[src/rtl/multi_cycle_ctrl.sv]
// Multi-cycle MIPS-subset control unit: a Moore FSM that sequences the datapath
// through fetch, decode, execute, memory and writeback, with memory-ready stalls.
module multi_cycle_ctrl (
  input  logic        clk,
  input  logic        rst,
  input  logic [31:0] Inst_in,
  input  logic        zero,
  input  logic        overflow,
  input  logic        MIO_ready,
  output logic        PCWrite,
  output logic        PCWriteCond,
  output logic        IorD,
  output logic        MemRead,
  output logic        MemWrite,
  output logic        IRWrite,
  output logic        RegWrite,
  output logic        RegDst,
  output logic        Jal,
  output logic        ALUSrc_A,
  output logic [1:0]  Branch,
  output logic [1:0]  DatatoReg,
  output logic [1:0]  ALUSrc_B,
  output logic [2:0]  ALU_Control,
  output logic [4:0]  state_out,
  output logic        illegal
);

  typedef enum logic [4:0] {
    S_IF      = 5'd0,
    S_ID      = 5'd1,
    S_MEM_ADR = 5'd2,
    S_MEM_RD  = 5'd3,
    S_LW_WB   = 5'd4,
    S_MEM_WR  = 5'd5,
    S_R_EXE   = 5'd6,
    S_R_WB    = 5'd7,
    S_BR_EXE  = 5'd8,
    S_J       = 5'd9,
    S_I_EXE   = 5'd10,
    S_I_WB    = 5'd11,
    S_JAL     = 5'd12,
    S_JR      = 5'd13,
    S_ERR     = 5'd14
  } state_t;

  localparam logic [5:0] OP_RTYPE = 6'h00;
  localparam logic [5:0] OP_J     = 6'h02;
  localparam logic [5:0] OP_JAL   = 6'h03;
  localparam logic [5:0] OP_BEQ   = 6'h04;
  localparam logic [5:0] OP_BNE   = 6'h05;
  localparam logic [5:0] OP_ADDI  = 6'h08;
  localparam logic [5:0] OP_SLTI  = 6'h0A;
  localparam logic [5:0] OP_ANDI  = 6'h0C;
  localparam logic [5:0] OP_ORI   = 6'h0D;
  localparam logic [5:0] OP_XORI  = 6'h0E;
  localparam logic [5:0] OP_LUI   = 6'h0F;
  localparam logic [5:0] OP_LW    = 6'h23;
  localparam logic [5:0] OP_SW    = 6'h2B;

  localparam logic [5:0] FN_SRL = 6'h02;
  localparam logic [5:0] FN_JR  = 6'h08;
  localparam logic [5:0] FN_ADD = 6'h20;
  localparam logic [5:0] FN_SUB = 6'h22;
  localparam logic [5:0] FN_AND = 6'h24;
  localparam logic [5:0] FN_OR  = 6'h25;
  localparam logic [5:0] FN_XOR = 6'h26;
  localparam logic [5:0] FN_NOR = 6'h27;
  localparam logic [5:0] FN_SLT = 6'h2A;

  localparam logic [2:0] ALU_AND = 3'b000;
  localparam logic [2:0] ALU_OR  = 3'b001;
  localparam logic [2:0] ALU_ADD = 3'b010;
  localparam logic [2:0] ALU_XOR = 3'b011;
  localparam logic [2:0] ALU_NOR = 3'b100;
  localparam logic [2:0] ALU_SRL = 3'b101;
  localparam logic [2:0] ALU_SUB = 3'b110;
  localparam logic [2:0] ALU_SLT = 3'b111;

  state_t     state_q, state_d;
  logic [5:0] opcode, funct;
  logic       unused_inst;

  assign opcode      = Inst_in[31:26];
  assign funct       = Inst_in[5:0];
  assign unused_inst = ^Inst_in[25:6];

  function automatic logic r_known(input logic [5:0] f);
    case (f)
      FN_ADD, FN_SUB, FN_AND, FN_OR, FN_XOR, FN_NOR, FN_SLT, FN_SRL: r_known = 1'b1;
      default:                                                      r_known = 1'b0;
    endcase
  endfunction

  function automatic logic [2:0] r_alu(input logic [5:0] f);
    case (f)
      FN_ADD:  r_alu = ALU_ADD;
      FN_SUB:  r_alu = ALU_SUB;
      FN_AND:  r_alu = ALU_AND;
      FN_OR:   r_alu = ALU_OR;
      FN_XOR:  r_alu = ALU_XOR;
      FN_NOR:  r_alu = ALU_NOR;
      FN_SLT:  r_alu = ALU_SLT;
      FN_SRL:  r_alu = ALU_SRL;
      default: r_alu = ALU_AND;
    endcase
  endfunction

  // lui is passed through the writeback mux, so its ALU op is irrelevant.
  function automatic logic [2:0] i_alu(input logic [5:0] op);
    case (op)
      OP_ADDI: i_alu = ALU_ADD;
      OP_SLTI: i_alu = ALU_SLT;
      OP_ANDI: i_alu = ALU_AND;
      OP_ORI:  i_alu = ALU_OR;
      OP_XORI: i_alu = ALU_XOR;
      default: i_alu = ALU_ADD;
    endcase
  endfunction

  always_ff @(posedge clk) begin
    if (rst) state_q <= S_IF;
    else     state_q <= state_d;
  end

  always_comb begin
    state_d = state_q;
    case (state_q)
      S_IF:      state_d = MIO_ready ? S_ID : S_IF;
      S_ID: begin
        case (opcode)
          OP_LW, OP_SW:   state_d = S_MEM_ADR;
          OP_RTYPE: begin
            if (funct == FN_JR)      state_d = S_JR;
            else if (r_known(funct)) state_d = S_R_EXE;
            else                     state_d = S_ERR;
          end
          OP_BEQ, OP_BNE: state_d = S_BR_EXE;
          OP_J:           state_d = S_J;
          OP_JAL:         state_d = S_JAL;
          OP_ADDI, OP_SLTI, OP_ANDI, OP_ORI, OP_XORI, OP_LUI: state_d = S_I_EXE;
          default:        state_d = S_ERR;
        endcase
      end
      S_MEM_ADR: state_d = (opcode == OP_LW) ? S_MEM_RD : S_MEM_WR;
      S_MEM_RD:  state_d = MIO_ready ? S_LW_WB : S_MEM_RD;
      S_MEM_WR:  state_d = MIO_ready ? S_IF : S_MEM_WR;
      S_R_EXE:   state_d = S_R_WB;
      S_I_EXE:   state_d = S_I_WB;
      default:   state_d = S_IF;
    endcase
  end

  always_comb begin
    PCWrite     = 1'b0;
    PCWriteCond = 1'b0;
    IorD        = 1'b0;
    MemRead     = 1'b0;
    MemWrite    = 1'b0;
    IRWrite     = 1'b0;
    RegWrite    = 1'b0;
    RegDst      = 1'b0;
    Jal         = 1'b0;
    ALUSrc_A    = 1'b0;
    Branch      = 2'b00;
    DatatoReg   = 2'b00;
    ALUSrc_B    = 2'b00;
    ALU_Control = ALU_AND;
    illegal     = 1'b0;
    state_out   = state_q;
    case (state_q)
      S_IF: begin
        MemRead     = 1'b1;
        ALUSrc_B    = 2'b01;
        ALU_Control = ALU_ADD;
        IRWrite     = MIO_ready;
        PCWrite     = MIO_ready;
      end
      // ALU computes PC + (imm<<2) while the opcode is still being decoded.
      S_ID: begin
        ALUSrc_B    = 2'b11;
        ALU_Control = ALU_ADD;
      end
      S_MEM_ADR: begin
        ALUSrc_A    = 1'b1;
        ALUSrc_B    = 2'b10;
        ALU_Control = ALU_ADD;
      end
      S_MEM_RD: begin
        MemRead = 1'b1;
        IorD    = 1'b1;
      end
      S_LW_WB: begin
        RegWrite  = 1'b1;
        DatatoReg = 2'b01;
      end
      S_MEM_WR: begin
        MemWrite = 1'b1;
        IorD     = 1'b1;
      end
      S_R_EXE: begin
        ALUSrc_A    = 1'b1;
        ALU_Control = r_alu(funct);
      end
      S_R_WB: begin
        RegDst   = 1'b1;
        RegWrite = !(((funct == FN_ADD) || (funct == FN_SUB)) && overflow);
      end
      S_BR_EXE: begin
        ALUSrc_A    = 1'b1;
        ALU_Control = ALU_SUB;
        Branch      = 2'b01;
        PCWriteCond = ((opcode == OP_BEQ) && zero) || ((opcode == OP_BNE) && !zero);
      end
      S_J: begin
        PCWrite = 1'b1;
        Branch  = 2'b10;
      end
      S_I_EXE: begin
        ALUSrc_A    = 1'b1;
        ALUSrc_B    = 2'b10;
        ALU_Control = i_alu(opcode);
      end
      S_I_WB: begin
        DatatoReg = (opcode == OP_LUI) ? 2'b10 : 2'b00;
        RegWrite  = !((opcode == OP_ADDI) && overflow);
      end
      S_JAL: begin
        PCWrite   = 1'b1;
        Branch    = 2'b10;
        Jal       = 1'b1;
        RegWrite  = 1'b1;
        DatatoReg = 2'b11;
      end
      S_JR: begin
        PCWrite = 1'b1;
        Branch  = 2'b11;
      end
      S_ERR:   illegal = 1'b1;
      default: ;
    endcase
    // Reset masks everything, including a state register not yet forced to IF.
    if (rst) begin
      PCWrite     = 1'b0;
      PCWriteCond = 1'b0;
      IorD        = 1'b0;
      MemRead     = 1'b0;
      MemWrite    = 1'b0;
      IRWrite     = 1'b0;
      RegWrite    = 1'b0;
      RegDst      = 1'b0;
      Jal         = 1'b0;
      ALUSrc_A    = 1'b0;
      Branch      = 2'b00;
      DatatoReg   = 2'b00;
      ALUSrc_B    = 2'b00;
      ALU_Control = ALU_AND;
      illegal     = 1'b0;
      state_out   = 5'd0;
    end
  end

endmodule

[config.mk]
export PLATFORM = sky130hd
export DESIGN_NAME = multi_cycle_ctrl
export DESIGN_NICKNAME = d
export VERILOG_FILES = /design/src/rtl/multi_cycle_ctrl.sv
export SDC_FILE = /design/constraint.sdc
export NUM_CORES = 1
export LEC_CHECK = 0
export BUFFER_PORTS_ARGS = -buffer_cell sky130_fd_sc_hd__buf_2
export CORE_MARGIN = 2
export CORE_UTILIZATION = 35
export DETAILED_ROUTE_END_ITERATION = 8
export HOLD_SLACK_MARGIN = 0.08
export PLACE_DENSITY = 0.67
export SLEW_MARGIN = 20
export SYNTH_ARGS = -nofsm -noshare
export SYNTH_HDL_FRONTEND = slang
export SYNTH_SLANG_ARGS = --single-unit
[constraint.sdc]
create_clock -name clk -period 4.1 [get_ports clk]
set_input_delay 1.23 -clock clk [delete_from_list [all_inputs] [get_ports clk]]
set_output_delay 1.23 -clock clk [all_outputs]
set_load 0.005 [all_outputs]
==> reports/qor.tcl <==
set qor(drt_pass1_iterations) 7
set qor(synth.yosys.warnings) 0
set qor(routed_wirelength_um) 2760
set qor(largest_net_degree_at_the_start_of_global_routing) 25
set qor(post_synth_main_area_contributors) {dfxtp_1 (7.6%), nor2_1 (5.4%), nand2_1 (5.0%)}
set qor(total_leakage_power_nw) 0.540
set qor(reg_top3) {state_q (4)}
set qor(grt.overflow.total) 0
set qor(floorplan.initialDensity_pct) 37.4
set qor(wl_met2_um) 1210
set qor(number_of_antenna_violations_at_the_first_check_in_global_routing) 0
set qor(grt_pass1_wl_um) 4650
set qor(yosysTopAreaCell) {dfxtp_1}
set qor(max_slew.worst_pin.slew_ps) 610
set qor(rsz0062_at_grt) {false}
set qor(global_route.usage.total_pct) 16.7
set qor(count_of_pins_over_their_slew_limit) 0
set qor(power.total_mw) 0.476
set qor(fill_cells) 297
set qor(buffer_ports.inserted) 40
set qor(top_layer_used) {met3}
set qor(drt_iter0_drc) 97
set qor(cts_inserted_buffers) 3
set qor(nets) 225
set qor(detailroute.via_count) 1225
set qor(achievable-frequency_mhz) 265
set qor(place.detailed.hpwl_um) 2110
set qor(synth_seq_area_share_pct) 7.64
set qor(p_sw_mw) 0.235
set qor(largest_register_ffs) 4
set qor(power.density_cell_area_mw_per_mm2) 388
set qor(avgSynthCellArea_um2) 6.81
set qor(worst_slew_margin_rel_pct) 59.3
set qor(areaGrowthSynthToFinish_pct) 16.9
set qor(cp_data_required_time_ps) 2870
set qor(clock_power_share_pct) 10.0
set qor(std_cell_rows) 19
set qor(cts.repair_timing.setup_buffer_count) 0
set qor(cell_internal_pwr_mw) 0.241
set qor(cts-hold-fix-buffers) 0
set qor(critical_path_top_delay_cell) {a2111oi_0}
set qor(synth_cell_area_mm2) 0.00105
set qor(die_w_um) 58.7
set qor(route.layer.met1.wl_um) 1390
set qor(io_pins) 62
set qor(worstPathArrival_ps) 2540
set qor(critical_path.max_fanout) 7
set qor(hold_class) {reg2reg}
set qor(power.ir.vdd_worst_uv) 321
set qor(cts.sink_count) 4
set qor(post_synth_most_frequent_cells) {nor2_1 (15), nand2_1 (14), o21ai_0 (9)}
set qor(die-height_um) 58.7
set qor(max_cap_viol_count) 0
set qor(multi_input_gate_area_in_the_final_layout_um2) 828
set qor(post-route-period-util_pct) 91.9
set qor(clock_tree.htree_level_count) 1
set qor(synthCells) 154
set qor(crit_buf_inv) 2
set qor(largest_register) {state_q}
set qor(ff_latch_area_um2) 80.1
set qor(final.hold.worst_slack_ps) 775
set qor(dominantRegCellSynth) {dfxtp_1}
set qor(synth-seq-cells) 4
set qor(drc) 4
set qor(clk_root_buffer_cell) {clkbuf_4}
set qor(fp.dieArea_mm2) 0.00345
set qor(mappedNetlistNets) 191
set qor(route.detailed.vias_per_inst) 5.65
set qor(outcome) {finished with violations}
set qor(synth.lib_cells_used.distinct) 51
set qor(finalWorstPathRequiredPeriod_ps) 3770
set qor(seq_power_share_pct) 20.0
set qor(synthMostInstantiatedCell) {nor2_1}
set qor(crit_path_cell_trace) {buf_2 > nor3b_1 > nand3_1 > a2111oi_0 > a21o_1 > buf_2}
set qor(failing_checks) {design-rule violations}
set qor(place_congestion) 0.807
set qor(skew_pair_late_insertion_delay_ps) 230
set qor(pwr-share-comb_pct) 70.0
set qor(coreArea_mm2) 0.00281
set qor(ant_nets) 0
set qor(switching_share_pct) 49.4
set qor(finalSetupViolCount) 0
set qor(clockBufferDepth) 2
set qor(async_reset_ff_share_pct) 0
set qor(via_count_of_the_first_global_routing_pass) 1038
set qor(critical_setup_path_class) {in2out}
set qor(worst_path_dominant_cell_family) {compound AO/OA/AOI/OAI gates}
set qor(critical_path.startpoint_type) {input pin}
set qor(final_layout_size_suffix_gt1_share_pct) 29.6
set qor(ctsResizeCount) 0
set qor(yosysTopAreaCellShare_pct) 7.64
set qor(cts_tree) {done}
set qor(crit_path_end_kind) {output pin}
set qor(timing.critical_path.slowest_cell_delay_ps) 500
set qor(n_antenna_cell) 0
set qor(crit_path_frequent_cell) {buf_2}
set qor(final_hold_viol_count) 0
set qor(synth_enable_flop_cells) 0
set qor(setup_total_negative_slack_ps) 0
set qor(detail_route_met3_wl_um) 150
set qor(fin_skew_ps) 6.78
set qor(clkSlewWorstSetupHoldPaths_ps) 30
set qor(routedWlPerCell_um) 12.7
-- cells in the final DEF, fill, tap and decap left out, drive strengths merged, types with 3 or more instances in the layout --
| cell | Yosys | routed |
|---|---|---|
| buf | 5 | 44 |
| nor2 | 15 | 15 |
| inv | 7 | 7 |
| nor3 | 5 | 5 |
| a31oi | 3 | 3 |
| nand4b | 4 | 4 |
| nor4 | 5 | 5 |
| nor2b | 6 | 6 |
| or3 | 4 | 4 |
| clkbuf | 10 | 3 |
| nand2b | 7 | 7 |
| xor2 | 5 | 5 |
| dfxtp | 4 | 4 |
| o21ai | 9 | 9 |
| a21o | 3 | 3 |
| nand2 | 14 | 14 |
| a21oi | 7 | 7 |
| nor3b | 3 | 3 |
-- cell families (layout without fill, tap and decap cells) --
| logic type | count (synthesis) | after routing | share of synthesized area [%] |
|---|---|---|---|
| AND/OR/NAND/NOR | 80 | 80 | 44.4 |
| AO/OA/AOI/OAI | 39 | 39 | 27.2 |
| buffers and inverters | 22 | 54 | 13.4 |
| XOR/XNOR | 5 | 5 | 4.18 |
| flip-flops | 4 | 4 | 7.64 |
| multiplexers | 2 | 2 | 1.91 |
| adder cells (fa/ha/maj) | 1 | 1 | 0.955 |
| other | 1 | 1 | 0.358 |
-- power groups by stage --
stage	clock network (mW)	logic [mW]	registers [mW]
floorplan	0	0.280	0.0656
global placement	0	0.334	0.0954
detailed placement	0	0.334	0.0945
CTS	0.0501	0.334	0.0935
global route	0.0544	0.375	0.102
finish	0.0476	0.333	0.0951
-- final cells by class --
| class | instances | share of cell area (%) |
|---|---|---|
| clock buffer | 3 | 1.84 |
| tap | 31 | 3.16 |
| multi-input combinational | 128 | 67.6 |
| inverter | 7 | 2.14 |
| sequential | 4 | 6.53 |
| timing repair buffer | 44 | 18.8 |
-- metal layers --
metal | vias up | global-route usage, %
li1 | 628 | -
met1 | 565 | 25.4
met2 | 32 | 24.8
met3 | 0 | 2.86
met4 | 0 | 2.60
met5 | - | 0
-- metrics by stage --
stage / cell area (µm²) / utilization [%] / std cells / worst slack (ps)
6_report: 1230 / 43.7 / 217 / 332
5_1_grt: 1230 / 43.7 / 217 / 283
4_1_cts: 1230 / 43.7 / 217 / 326
3_5_place_dp: 1200 / 42.9 / 214 / 333
3_3_place_gp: 1200 / 42.9 / 214 / 351
2_1_floorplan: 1050 / - / 154 / 574
-- path summary, 6_finish.rpt --
kind | start | to | slack, ps | depth (start not counted)
max | Inst_in[31] | ALU_Control[2] | 330 | 6
min | state_q[1] | state_q[0] | 780 | 4
max reg2reg | state_q[0] | state_q[0] | 2300 | 4
min reg2reg | state_q[1] | state_q[0] | 780 | 4
-- tightest hold or removal path, cell delays in order (launching register included) --
cell      delay [ps]
dfxtp_1          310
nand2b_1          50
buf_4            160
nor2_1            90
o31a_1           130
(Power assumes the default switching activity.)
